`src/rtl/seq_mult8_pkg.sv`:
```
// ----------------------------------------------------------------------------
// seq_mult8_pkg
// Shared definitions for the sequential 8x8 shift-add multiplier:
//   - state_e  : FSM state encoding (IDLE, RUN, DONE)
//   - OP_W     : operand width (8)
//   - PROD_W   : product width (16)
//   - CNT_W    : step counter width (3, counts steps 0..7)
// ----------------------------------------------------------------------------
package seq_mult8_pkg;

    localparam int OP_W   = 8;
    localparam int PROD_W = 16;
    localparam int CNT_W  = 3;

    typedef enum logic [1:0] {
        IDLE = 2'd0,
        RUN  = 2'd1,
        DONE = 2'd2
    } state_e;

endpackage : seq_mult8_pkg

```
`src/rtl/seq_mult8_rca.sv`:
```
// ----------------------------------------------------------------------------
// RCA
// 8-bit ripple-carry adder, the multiplier's only arithmetic element.
// Ports (positional order is fixed by existing users):
//   s         out 8  sum
//   Carry_out out 1  carry out of bit 7
//   x         in  8  addend
//   y         in  8  addend
//   Carry_in  in  1  carry into bit 0
// ----------------------------------------------------------------------------
module RCA
    import seq_mult8_pkg::*;
(
    output logic [OP_W-1:0] s,
    output logic            Carry_out,
    input  logic [OP_W-1:0] x,
    input  logic [OP_W-1:0] y,
    input  logic            Carry_in
);

    logic [OP_W:0] carry_s;

    // Full-adder chain; carry_s[i] is the carry into bit i.
    always_comb begin
        carry_s    = '0;
        s          = '0;
        carry_s[0] = Carry_in;
        for (int i = 0; i < OP_W; i++) begin
            s[i]         = x[i] ^ y[i] ^ carry_s[i];
            carry_s[i+1] = (x[i] & y[i]) | (carry_s[i] & (x[i] ^ y[i]));
        end
        Carry_out = carry_s[OP_W];
    end

endmodule : RCA

```
`src/rtl/seq_mult8.sv`:
```
// ----------------------------------------------------------------------------
// seq_mult8
// Sequential 8x8 unsigned shift-add multiplier, one partial-product step per
// clock, using a single RCA instance as the arithmetic element.
// Ports:
//   clk   in  1   rising-edge clock
//   rst   in  1   asynchronous active-high reset
//   start in  1   request a multiply (accepted in IDLE or DONE)
//   a     in  8   multiplicand, captured on accept
//   b     in  8   multiplier, captured on accept
//   busy  out 1   high while stepping (RUN)
//   done  out 1   one-cycle pulse when p holds a new result
//   p     out 16  product, held until the next completion
// Build option:
//   SEQ_MULT8_ZERO_BYPASS_EN - when defined, an accept with a zero operand
//   goes straight to DONE with p=0 instead of running the 8 steps.
// ----------------------------------------------------------------------------
module seq_mult8
    import seq_mult8_pkg::*;
(
    input  logic              clk,
    input  logic              rst,
    input  logic              start,
    input  logic [OP_W-1:0]   a,
    input  logic [OP_W-1:0]   b,
    output logic              busy,
    output logic              done,
    output logic [PROD_W-1:0] p
);

    localparam logic [1:0] ST_IDLE = IDLE;
    localparam logic [1:0] ST_RUN  = RUN;
    localparam logic [1:0] ST_DONE = DONE;

    logic [1:0]        state_q, state_d;
    logic [OP_W-1:0]   mcand_q, mcand_d;
    logic [OP_W-1:0]   acc_hi_q, acc_hi_d;
    logic [OP_W-1:0]   acc_lo_q, acc_lo_d;
    logic [CNT_W-1:0]  cnt_q, cnt_d;
    logic [PROD_W-1:0] p_q, p_d;
    logic              busy_q, busy_d;
    logic              done_q, done_d;

    logic [OP_W-1:0]   addend_s;
    logic [OP_W-1:0]   sum_s;
    logic              carry_s;
    logic [PROD_W-1:0] shifted_s;

    // The multiplicand is added only when the current multiplier LSB is set.
    assign addend_s = acc_lo_q[0] ? mcand_q : {OP_W{1'b0}};

    RCA u_rca (
        .s         (sum_s),
        .Carry_out (carry_s),
        .x         (acc_hi_q),
        .y         (addend_s),
        .Carry_in  (1'b0)
    );

    // 17-bit {carry,sum,acc_lo} shifted right by one; carry becomes the MSB.
    assign shifted_s = {carry_s, sum_s, acc_lo_q[OP_W-1:1]};

    // Next-state, datapath and output decode.
    always_comb begin
        state_d  = state_q;
        mcand_d  = mcand_q;
        acc_hi_d = acc_hi_q;
        acc_lo_d = acc_lo_q;
        cnt_d    = cnt_q;
        p_d      = p_q;
        case (state_q)
            ST_IDLE, ST_DONE: begin
                if (start) begin
                    mcand_d  = a;
                    acc_hi_d = {OP_W{1'b0}};
                    acc_lo_d = b;
                    cnt_d    = {CNT_W{1'b0}};
`ifdef SEQ_MULT8_ZERO_BYPASS_EN
                    if ((a == 8'h00) || (b == 8'h00)) begin
                        state_d = ST_DONE;
                        p_d     = 16'h0000;
                    end else begin
                        state_d = ST_RUN;
                    end
`else
                    state_d = ST_RUN;
`endif
                end else begin
                    state_d = ST_IDLE;
                end
            end
            ST_RUN: begin
                acc_hi_d = shifted_s[PROD_W-1:OP_W];
                acc_lo_d = shifted_s[OP_W-1:0];
                cnt_d    = cnt_q + 3'd1;
                if (cnt_q == 3'd7) begin
                    p_d     = shifted_s;
                    state_d = ST_DONE;
                end else begin
                    state_d = ST_RUN;
                end
            end
            default: begin
                state_d = ST_IDLE;
            end
        endcase
        busy_d = (state_d == ST_RUN);
        done_d = (state_d == ST_DONE);
    end

    // State and datapath registers; reset discards any in-flight multiply.
    always_ff @(posedge clk or posedge rst) begin
        if (rst) begin
            state_q  <= ST_IDLE;
            mcand_q  <= 8'h00;
            acc_hi_q <= 8'h00;
            acc_lo_q <= 8'h00;
            cnt_q    <= 3'd0;
            p_q      <= 16'h0000;
            busy_q   <= 1'b0;
            done_q   <= 1'b0;
        end else begin
            state_q  <= state_d;
            mcand_q  <= mcand_d;
            acc_hi_q <= acc_hi_d;
            acc_lo_q <= acc_lo_d;
            cnt_q    <= cnt_d;
            p_q      <= p_d;
            busy_q   <= busy_d;
            done_q   <= done_d;
        end
    end

    assign busy = busy_q;
    assign done = done_q;
    assign p    = p_q;

endmodule : seq_mult8

```
`config.mk`:
```
export PLATFORM = sky130hd
export DESIGN_NAME = seq_mult8
export DESIGN_NICKNAME = d
export VERILOG_FILES = /design/src/rtl/seq_mult8_pkg.sv /design/src/rtl/seq_mult8_rca.sv /design/src/rtl/seq_mult8.sv
export SDC_FILE = /design/constraint.sdc
export NUM_CORES = 1
export LEC_CHECK = 0
export BUFFER_PORTS_ARGS = -buffer_cell sky130_fd_sc_hd__buf_2
export CAP_MARGIN = 20
export CORE_AREA = 8 8 71 73
export DETAILED_ROUTE_END_ITERATION = 12
export DIE_AREA = 0 0 79 81
export PLACE_DENSITY = 0.85
export REMOVE_ABC_BUFFERS = 1
export SETUP_SLACK_MARGIN = 0.02
export SYNTH_ARGS = -nofsm -noshare
export SYNTH_HDL_FRONTEND = slang
export SYNTH_SLANG_ARGS = --single-unit
```
`constraint.sdc`:
```
create_clock -name clk -period 7 [get_ports clk]
set_input_delay 1.75 -clock clk [delete_from_list [all_inputs] [get_ports clk]]
set_output_delay 1.75 -clock clk [all_outputs]
set_load 0.005 [all_outputs]
```
==> metrics.md <==
| Metric | Value |
|---|---|
| Ys async rst share | 100% |
| CTS tree | done |
| GRT overflow | 0 |
| YS warnings | 0 |
| Cts hold-fix bufs | 0 |
| Root Driver | clkbuf_8 |
| Top cells by area, synth | dfrtp_1 (57%), fa_1 (6.8%), o21ai_0 (6.0%) |
| Crit end category | flop |
| Sw Pwr | 0.403 mW |
| Design area | 2370 um2 |
| Diode count | 0 |
| Crit path kind | flop to flop |
| Hpwl dp | 2.74 mm |
| Yosys cell types | 21 |
| Via density | 5.22 |
| Main flop type after synthesis | dfrtp_1 |
| Min Tclk post-route | 4.09 ns |
| Layout area overhead | 14.5% |
| Combinational share of power | 40.2% |
| Total wire length | 3.96 mm |
| Clock latency on the worst-skew pair | 0.30 ns |
| Fmax achieved | 245 MHz |
| Largest net degree at the start of global routing | 48 |
| Seq/Total Area, Yosys | 56.8% |
| Pwr/cell area | 479 nW/um2 |
| Die Area | 6400 um2 |
| Via count | 1405 |
| Path depth of the worst reg2reg path | 12 |
| Post-synth top cells | dfrtp_1 (47), nand2_1 (30), o21ai_0 (25), inv_1 (19) |
| Post-CTS resize count | 0 |
| Worst path arrival time | 4.27 ns |
| Placement Rows | 23 |
| Area after DPL | 2250 um2 |
| Via count of the first global-routing pass | 1484 |
| Final clock skew | 0.00934 ns |
| Total power | 1.14 mW |
| # Post-CTS Setup Buffers | 0 |
| Multi-input combinational cell area | 763 um2 |
| Int Pwr | 0.733 mW |
| Global-route usage over all layers | 13.6% |
| Initial antenna violation count | 0 |
| Area of the core | 3910 um2 |
| Maxcap violations | 0 |
| Worst min path class | flop to flop |
| Register bit total from synthesis | 47 |
| Placed Instances | 261 |
| Slew @ Worst Pin | 0.958 ns |
| Non-filler cells, final | 269 |
| Mapped cell area | 2070 um2 |
| Fin nets | 248 |
| Global placement routability congestion | 0.802 |
| RSZ-0062 raised after global routing | false |
| Filler instances | 355 |
| Pins over their slew limit | 0 |
| Area leader, netlist | dfrtp_1 |
| Clock sink count | 47 |
| Final worst slack | 2.91 ns |
| Ports | 37 |
| Register area | 1180 um2 |
| WP data required | 7.19 ns |
| Hold_ws | 0.474 ns |
| Drt drc | 0 |
| TritonCTS Buffers | 5 |
| Final Hold Fails | 0 |
| Detail Route Antenna Nets | 0 |
| Final Setup Violations | 0 |
| Die Height | 81 um |
| Placement Setup Slack | 2.92 ns |
| Clock Tree Buf Depth | 2 |
| Crit path launch type | flop |
| Synthesized instance count | 186 |
| Worst slew margin | 36.1% |
| Pre-antenna DRT Iters | 4 |
| TNS Setup | 0 ns |
| P_leak | 1.18 nW |
| Sw frac | 35.5% |
| Status | complete, no violations |
| Max Fanout on Critical Path | 9 |
| Sequential Power Share | 43.0% |
| H-tree depth | 2 |
| EDFF count, synth | 0 |
| Yosys top cell area share | 56.8% |
| Peak supply drop | 0.000192 V |
| Drt wl/cell | 14.7 um |
| Clk pwr share | 16.8% |
| Share of layout cells above drive strength 1 | 25.6% |
| Die X | 79 um |
| Most numerous cell in the Yosys netlist | dfrtp_1 |
| Avg Cell Area, Syn | 11.1 um2 |
| Initial Util | 52.9% |
| Drt first-iter violations | 102 |
| Worst-path clk slew | 0.08 ns |
| # port buffers | 36 |
| First-pass GRT wire length | 6.76 mm |
| Final Cycle Share | 58.4% |
| Hold Path Depth | 2 |
| Util after Layout | 60.6% |
[sequential cells by signal, indices dropped and copies added (netlist names)]
name and flops:
acc_hi_q 8, acc_lo_q 8, busy 1, cnt_q 3, done 1, mcand_q 8, p 16, state_q 2
[power by group through the flow]
| stage | Combinational [mW] | Sequential (mW) | Clock (mW) |
|---|---|---|---|
| floorplan | 0.329 | 0.476 | 0 |
| global placement | 0.445 | 0.488 | 0 |
| detailed placement | 0.464 | 0.493 | 0 |
| CTS | 0.466 | 0.489 | 0.194 |
| global route | 0.538 | 0.507 | 0.207 |
| finish | 0.457 | 0.489 | 0.191 |
[cell families (layout without fill, tap and decap cells)]
group | count (synthesis) | in the layout | share of synthesized area (%)
adder cells (fa/ha/maj) | 10 | 10 | 8.58
flip-flops | 47 | 47 | 56.8
buffers and inverters | 30 | 63 | 6.34
AO/OA/AOI/OAI | 52 | 52 | 15.0
multiplexers | 11 | 11 | 5.98
AND/OR/NAND/NOR | 36 | 36 | 7.31
[cell usage in the layout, fill, tap and decap left out, drive strengths merged]
master    instances
clkinvlp          1
clkbuf            5
a21o              1
ha                3
nand3b            1
bufinv            1
nand2b            2
o21ai            25
dfrtp            47
nor2b             1
inv              19
fa                7
buf              37
a22o             10
and2              1
a21oi             8
mux2             11
nor2              1
nand2            30
o22ai             8
[layer usage]
metal	global-route usage, %	up-vias	share of wire, %
li1	-	683	-
met1	14.6	694	42
met2	23.8	22	52
met3	4.42	6	3.9
met4	6.67	0	1.9
met5	0	-	0
[layout make-up]
type	instances	share of cell area (%)
flip-flops and latches	47	49.6
multi-input cells	109	32.2
repair buffers	37	8.07
inverters	19	3.01
clock buffers	5	2.90
well taps	50	2.64
clock inverters	2	1.58
[critical path, cell delays in order (launching register included)]
cell and delay (ns):
dfrtp_1 0.50, and2_1 0.18, ha_1 0.14, inv_1 0.05, fa_1 0.37, fa_1 0.39
fa_1 0.39, fa_1 0.39, fa_1 0.40, fa_1 0.39, fa_1 0.50, o21ai_0 0.07
a22o_1 0.20
[worst paths after layout]
path | to | startpoint | slack, ns
max in group asynchronous | acc_hi_q[7]$_DFFE_PP0P_ | rst | 4.73
max | acc_hi_q[6]$_DFFE_PP0P_ | acc_lo_q[0]$_DFFE_PP0P_ | 2.91
min reg2reg | p[9]$_DFFE_PP0P_ | p[9]$_DFFE_PP0P_ | 0.47
min in group asynchronous | done$_DFF_PP0_ | rst | 1.65
max reg2reg | acc_hi_q[6]$_DFFE_PP0P_ | acc_lo_q[0]$_DFFE_PP0P_ | 2.91
min | p[9]$_DFFE_PP0P_ | p[9]$_DFFE_PP0P_ | 0.47
No activity file was read; power rests on OpenSTA's default activity.
